$ cat config.mk
export PLATFORM = sky130hd
export DESIGN_NAME = iterative_shifter
export DESIGN_NICKNAME = d
export VERILOG_FILES = /design/src/rtl/shifter_pkg.sv /design/src/rtl/shift_step.sv /design/src/rtl/iterative_shifter.sv
export SDC_FILE = /design/constraint.sdc
export NUM_CORES = 1
export LEC_CHECK = 0
export ABC_AREA = 0
export BUFFER_PORTS_ARGS = -buffer_cell sky130_fd_sc_hd__clkbuf_2
export CORE_ASPECT_RATIO = 2
export CORE_MARGIN = 2
export CORE_UTILIZATION = 45
export CTS_BUF_LIST = sky130_fd_sc_hd__clkbuf_16
export DETAILED_ROUTE_END_ITERATION = 8
export PLACE_DENSITY = 0.69
export SLEW_MARGIN = 20
export SYNTH_ARGS = -nofsm -noshare
export SYNTH_HDL_FRONTEND = slang
export SYNTH_SLANG_ARGS = --single-unit
$ cat constraint.sdc
create_clock -name clk -period 2.8 [get_ports clk]
set_input_delay 0.42 -clock clk [delete_from_list [all_inputs] [get_ports clk]]
set_output_delay 0.42 -clock clk [all_outputs]
set_load 0.005 [all_outputs]
$ cat src/rtl/shifter_pkg.sv
// Shared op codes and FSM state encoding for the iterative shifter.
// No logic; constants and types only.
// Imported by iterative_shifter and shift_step.
package shifter_pkg;

    localparam logic [1:0] OP_SLL  = 2'b00;
    localparam logic [1:0] OP_SRL  = 2'b01;
    localparam logic [1:0] OP_SRA  = 2'b10;
    localparam logic [1:0] OP_ROTR = 2'b11;

    typedef enum logic [1:0] {
        ST_IDLE  = 2'd0,
        ST_SHIFT = 2'd1,
        ST_DONE  = 2'd2
    } state_t;

endpackage

$ cat src/rtl/shift_step.sv
// Single-step shifter: moves work by n (0..STEP) positions according to op.
// Purely combinational, zero latency.
// No flow control; rotate path exists only with ITERATIVE_SHIFTER_ROTATE_EN.
module shift_step
    import shifter_pkg::*;
#(
    parameter int WIDTH = 32,
    parameter int STEP  = 1
) (
    input  logic [WIDTH-1:0]            work,
    input  logic [1:0]                  op,
    input  logic [$clog2(STEP+1)-1:0]   n,
    output logic [WIDTH-1:0]            shifted
);

    always_comb begin
        shifted = work;
        case (op)
            OP_SLL:  shifted = work << n;
            OP_SRL:  shifted = work >> n;
            OP_SRA:  shifted = $signed(work) >>> n;
`ifdef ITERATIVE_SHIFTER_ROTATE_EN
            OP_ROTR: shifted = (work >> n) | (work << (WIDTH - 32'(n)));
`endif
            default: shifted = work;
        endcase
    end

endmodule

$ cat src/rtl/iterative_shifter.sv
// Multi-cycle SLL/SRL/SRA (ROTR with ITERATIVE_SHIFTER_ROTATE_EN) shifting at most STEP bits per clock.
// Latency: done pulses 1 + ceil(shamt/STEP) cycles after accept.
// Backpressure: ready only in IDLE/DONE; start while busy is dropped, not queued.
module iterative_shifter
    import shifter_pkg::*;
#(
    parameter int WIDTH   = 32,
    parameter int STEP    = 1,
    parameter int SHAMT_W = $clog2(WIDTH)
) (
    input  logic               clk,
    input  logic               rst,
    input  logic               start,
    input  logic [1:0]         op,
    input  logic [WIDTH-1:0]   data_in,
    input  logic [SHAMT_W-1:0] shamt,
    output logic               ready,
    output logic               busy,
    output logic               done,
    output logic [WIDTH-1:0]   result
);

    localparam int NW = $clog2(STEP + 1);

    state_t             state;
    state_t             state_nxt;
    logic [1:0]         op_q;
    logic [WIDTH-1:0]   work;
    logic [WIDTH-1:0]   stepped;
    logic [SHAMT_W-1:0] remaining;
    logic [SHAMT_W-1:0] rem_nxt;
    logic [SHAMT_W-1:0] shamt_eff;
    logic [NW-1:0]      n;
    logic               accept;

`ifdef ITERATIVE_SHIFTER_ROTATE_EN
    assign shamt_eff = shamt;
`else
    // Without the rotator, ROTR degenerates to a zero-length shift (pass-through).
    assign shamt_eff = (op == OP_ROTR) ? '0 : shamt;
`endif

    assign n       = (32'(remaining) >= STEP) ? NW'(STEP) : NW'(remaining);
    assign rem_nxt = remaining - SHAMT_W'(n);
    assign accept  = start & ready;

    shift_step #(
        .WIDTH (WIDTH),
        .STEP  (STEP)
    ) u_step (
        .work    (work),
        .op      (op_q),
        .n       (n),
        .shifted (stepped)
    );

    always_ff @(posedge clk or posedge rst) begin
        if (rst) begin
            state <= ST_IDLE;
        end else begin
            state <= state_nxt;
        end
    end

    always_comb begin
        state_nxt = state;
        ready     = 1'b0;
        busy      = 1'b0;
        done      = 1'b0;
        case (state)
            ST_IDLE: begin
                ready = 1'b1;
                if (start) state_nxt = (shamt_eff == '0) ? ST_DONE : ST_SHIFT;
            end
            ST_SHIFT: begin
                busy = 1'b1;
                if (rem_nxt == '0) state_nxt = ST_DONE;
            end
            ST_DONE: begin
                ready = 1'b1;
                done  = 1'b1;
                if (start) state_nxt = (shamt_eff == '0) ? ST_DONE : ST_SHIFT;
                else       state_nxt = ST_IDLE;
            end
            default: state_nxt = ST_IDLE;
        endcase
    end

    // result is loaded only on the edge entering DONE so it holds through IDLE.
    always_ff @(posedge clk or posedge rst) begin
        if (rst) begin
            op_q      <= OP_SLL;
            work      <= '0;
            remaining <= '0;
            result    <= '0;
        end else if (accept) begin
            op_q      <= op;
            work      <= data_in;
            remaining <= shamt_eff;
            if (shamt_eff == '0) result <= data_in;
        end else if (state == ST_SHIFT) begin
            work      <= stepped;
            remaining <= rem_nxt;
            if (rem_nxt == '0) result <= stepped;
        end
    end

endmodule

# Word-level counts from Yosys, hierarchy flattened
# Cells that the tools add are included.
[word_totals]
in_bits = 42
register_bits = 73
output_inout_bits = 35
elab_cells = 47
[op_classes]
shifts = 3
addsub = 1
n_lt_le_gt_ge = 1
bitwise_logic = 1
n_mux = 19
n_eq_ne = 8
reduce_logical = 9
[ops]
columns = ["operator", "n"]
rows = [
  ["32-bit two-way mux", 6],
  ["32-bit one-hot mux with 3 select lines", 1],
  ["32-bit by 1-bit << shifter with 32-bit output", 1],
  ["32-bit by 1-bit right shift with 32-bit output", 1],
  ["32-bit by 1-bit >>> shifter with 32-bit output", 1],
  ["5-bit two-way mux", 3],
  ["5-bit logical NOT", 2],
  ["2-bit two-way mux", 4],
  ["2-bit == test (second input constant)", 3],
  ["2-bit one-hot mux with 3 select lines", 1],
  ["5-bit by 1-bit >= comparator with 1-bit output (second input constant)", 1],
  ["5-bit by 1-bit subtractor with 5-bit output", 1],
  ["2-bit by 1-bit == test with 1-bit output (second input constant)", 2],
  ["2-bit logical NOT", 2],
  ["1-bit two-way mux", 4],
  ["2-bit inequality test (second input constant)", 2],
  ["2-bit nonzero test", 2],
  ["3-bit AND reduction", 1],
  ["2-bit by 1-bit inequality test with 1-bit output (second input constant)", 1],
  ["2-bit AND reduction", 1],
  ["2-bit OR reduction", 1],
  ["1-bit bitwise AND", 1],
]

# Longest topological paths before layout
[logic_depth]
ltp_word = 7
ltp_mapped = 15
depth_no_buf = 10

# Cells and area by module
# From an unflattened synthesis, not the netlist that was laid out.
[hier_totals]
cells_unflattened = 528
hier_area_um2 = 4943.5
[by_module_without_submodules]
columns = ["module", "instances", "cells_per_inst", "seq_area_each_um2", "area_each_um2"]
rows = [
  ["iterative_shifter", 1, 374, 1826.8, 3425.8],
  ["shift_step", 1, 154, 0.0, 1517.7],
]

# Least setup slack after synthesis
# Ideal clock, no wire load.
[synth_timing]
path_kind = "register -> register"
startpoint = "register remaining[2]"
endpoint = "register result[3]"
slack_ns = 0.001
synth_period_minus_slack_ns = 2.799
arrival_time_ns = 2.677
n_path_buf = 5
setup_time_ns = 0.122
stages_incl_launch_ff = 15
required_ns = 2.678
cell_sequence = "dfrtp_1 -> buf_6 -> or4_4 -> nor2_4 -> buf_2 -> nor2_1 -> ha_1 -> xnor2_1 -> and4_1 -> buf_2 -> o21a_1 -> buf_4 -> buf_4 -> nor2_1 -> a21oi_1"
[synth_between]
elab_chain_cells = 7
elab_cells_between_ends = 13
cone_classes = "add/sub: 1; order compare: 1; shift: 3; mux: 5; reduce/logical: 3"
[synth_lines]
columns = ["item", "line_no", "rtl"]
rows = [
  ["start, declared", "iterative_shifter.sv:30", "logic [SHAMT_W-1:0] remaining;"],
  ["start signal, assigned", "iterative_shifter.sv:99", "remaining <= shamt_eff;"],
  ["start signal, assigned", "iterative_shifter.sv:103", "remaining <= rem_nxt;"],
  ["parallel branches: the longest is 7 deep, another holds 5-bit by 1-bit >= comparator with 1-bit output", "--", ""],
  ["end signal, assigned", "iterative_shifter.sv:100", "if (shamt_eff == '0) result <= data_in;"],
  ["end signal, assigned", "iterative_shifter.sv:104", "if (rem_nxt == '0) result <= stepped;"],
  ["end, declared", "iterative_shifter.sv:20", "output logic [WIDTH-1:0] result"],
]
# Several ways; the timed one is not identified. The select of a mux whose other input is x is not followed.
# A chain may end at the register's enable or synchronous reset.

# Worst setup path after layout
[layout_timing]
startpoint = "register remaining[0]"
endpoint = "register result[4]"
# Same word-level chain as after synthesis.

==> run summary <==
Slew headroom = 30.5%
Max-slew violations = 0
R2r setup slk = 0.21 ns
Data required, critical path = 3.02 ns
Fraction of final layout cells sized beyond drive strength 1 = 24.0%
Pin count of the biggest net entering global routing = 74
Pwr Density = 1470 nW/um2
Initial Util = 46.0%
First-pass GRT wire length = 19.5 mm
DR iter-0 viols = 350
Drt wl/cell = 19.6 um
Worst VDD drop = 0.000899 V
Hold Violations, Final = 0
Postcts setup bufs = 0
Leading area contributor after synthesis = dfrtp_1
Worst-Margin Slew = 1.04 ns
RePlAce Congestion = 0.902
Max Cap Viol = 0
Synth area leaders = dfrtp_1, o21ai_0, nand2_1
Avg Cell Area, Syn = 9.10 um2
Total global routing overflow = 0
Initial antenna violation count = 0
Via Count = 3932
RSZ-0062 raised after global routing = false
Post-synthesis instance total = 453
DR pass1 iterations = 5
Vias per inst = 6.32
Worst path arrival time = 2.81 ns
Number of synthesized register bits = 73
CTS buffer count = 9
Final period util = 92.6%
Synth warn = 0
Pwr Total = 7.22 mW
PostCTS Resize Cnt = 0
Vias in the first global route = 3974
Top FF cell, synth = dfrtp_1
CTS tree = yes
Clk root buf = clkbuf_16
Mapped cell area = 4120 um2
DRC = 0
Area share of the largest cell type after synthesis = 44.3%
Final setup fails = 0
Clock Latency Late Sink = 0.34 ns
TNS Setup = 0 ns
Period minus WS final = 2.59 ns
Final instance area = 4900 um2
Area post-placement = 4590 um2
Placed cell count = 607
FILL cells = 845
Max Fanout on Critical Path = 34
Nets = 560
Synthesized Nets = 497
Status = completed
Leakage power = 2.05 nW
Clock Sink Count = 73
Layout area overhead = 18.9%
Cts hold-fix bufs = 0
H-Tree Depth = 3
DIE HEIGHT = 139 um
Startpoint types = flip-flop
Maximum clock path buffer count = 2
DIE AREA = 9980 um2
I/O pin count = 77
DP HPWL = 8.63 mm
Post-synth EDFFs = 0
Library cells used by synthesis = 47
Gr usage total = 25.3%
Fmax = 386 MHz
Clock-pin transition on the worst setup and hold timing paths = 0.06 ns
Core area = 8950 um2
N_diodes = 0
CP endpoint kind = flip-flop
Hold/Removal Path Class = primary input to async pin
# rows = 49
Post-synthesis sequential area ratio = 44.3%
Non-filler cells, final = 622
Antenna Violating Nets Remaining = 0
IO buf count = 76
Die extent in x = 71.7 um
Clock Skews = 0.00550 ns
Kind of critical path = flip-flop to flip-flop
Share of flip-flops with an asynchronous set or reset = 100%
Post-Route WL = 12.2 mm
-- through the flow --
stage	utilization (%)	setup slack [ns]	hold WS, ns
global route	54.8	0.0509	0.178
finish	54.8	0.208	0.131
floorplan	-	0.000900	0.492
detailed placement	51.3	0.187	0.501
global placement	51.3	0.235	0.500
CTS	54.7	0.161	0.159
-- sequential cells by signal, indices dropped and copies added (netlist names) --
register and cells:
remaining 5, result 32, work 32, op_q 2, state 2
-- cell type report --
cell class / instances / area [um2] / area share [%]
clock buffer: 9 / 225 / 4.60
clock inverter: 6 / 83.8 / 1.71
inverter: 9 / 33.8 / 0.689
multi-input combinational: 329 / 2060 / 42.1
sequential: 73 / 1830 / 37.3
tap: 102 / 128 / 2.60
timing repair buffer: 94 / 541 / 11.0
-- layer usage --
metal / part of all wire [%] / wire length, um / GRT usage [%]
met3: 4.6 / 563 / 3.48
met1: 35 / 4270 / 27.1
met5: 0 / 0 / 0
met4: 6.2 / 753 / 17.9
met2: 54 / 6600 / 44.0
-- logic make-up (layout without fill, tap and decap cells) --
logic type	after synthesis	after routing	share of synthesized area, %
AO/OA/AOI/OAI	196	196	33.2
XOR/XNOR	2	2	0.425
adder cells (fa/ha/maj)	2	2	0.607
buffers and inverters	51	118	5.74
flip-flops	73	73	44.3
multiplexers	12	12	2.95
AND/OR/NAND/NOR	117	117	12.8
-- cell usage after synthesis, drive strengths merged (2+ instances only) --
library cell	number
o21ai	56
a21oi	12
nor3b	2
o21a	11
mux2i	11
buf	17
a211oi	2
nand4	2
o221ai	9
dfrtp	73
a31oi	12
ha	2
o22a	20
or4	4
a22oi	24
o221a	5
nor2b	6
o22ai	11
nand2b	4
a221oi	4
nor2	36
nand2	51
inv	9
xnor2	2
o211ai	24
nand3	6
clkbuf	25
-- worst max-delay path: stages (launching register included) --
cell     delay [ns]
dfrtp_1        0.42
or4_4          0.59
nor2_4         0.11
nor2_1         0.06
ha_1           0.22
xnor2_1        0.15
and4_1         0.20
o21a_2         0.25
buf_12         0.19
o221a_2        0.28
-- placed cells by master (no fill, tap or decap), drive strengths merged, types with 4 or more instances in the layout --
cell type and instances:
nor2 36, or4 4, o211ai 24, nand2 51, mux2i 11, a221oi 4
o21a 11, o22a 20, o22ai 11, a31oi 12, nand2b 4, o21ai 56
a22oi 24, inv 9, nand3 6, a21oi 12, o221ai 9, o221a 5
buf 18, dfrtp 73, nor2b 6, clkbuf 85
-- worst paths after layout --
path / startpoint / to / cells past startpoint
max: remaining[0]$_DFFE_PP0P_ / result[4]$_DFFE_PP0P_ / 9
min: rst / result[16]$_DFFE_PP0P_ / 3
max reg2reg: remaining[0]$_DFFE_PP0P_ / result[4]$_DFFE_PP0P_ / 9
min reg2reg: result[20]$_DFFE_PP0P_ / result[20]$_DFFE_PP0P_ / 1
max in group asynchronous: rst / result[4]$_DFFE_PP0P_ / 3
min in group clk: data_in[17] / work[17]$_DFFE_PP0P_ / 3
-- power breakdown --
part / internal, mW / switching (mW)
sequential: 1.59 / 0.567
combinational: 1.64 / 2.21
clock: 0.770 / 0.447
(Power assumes the default switching activity.)
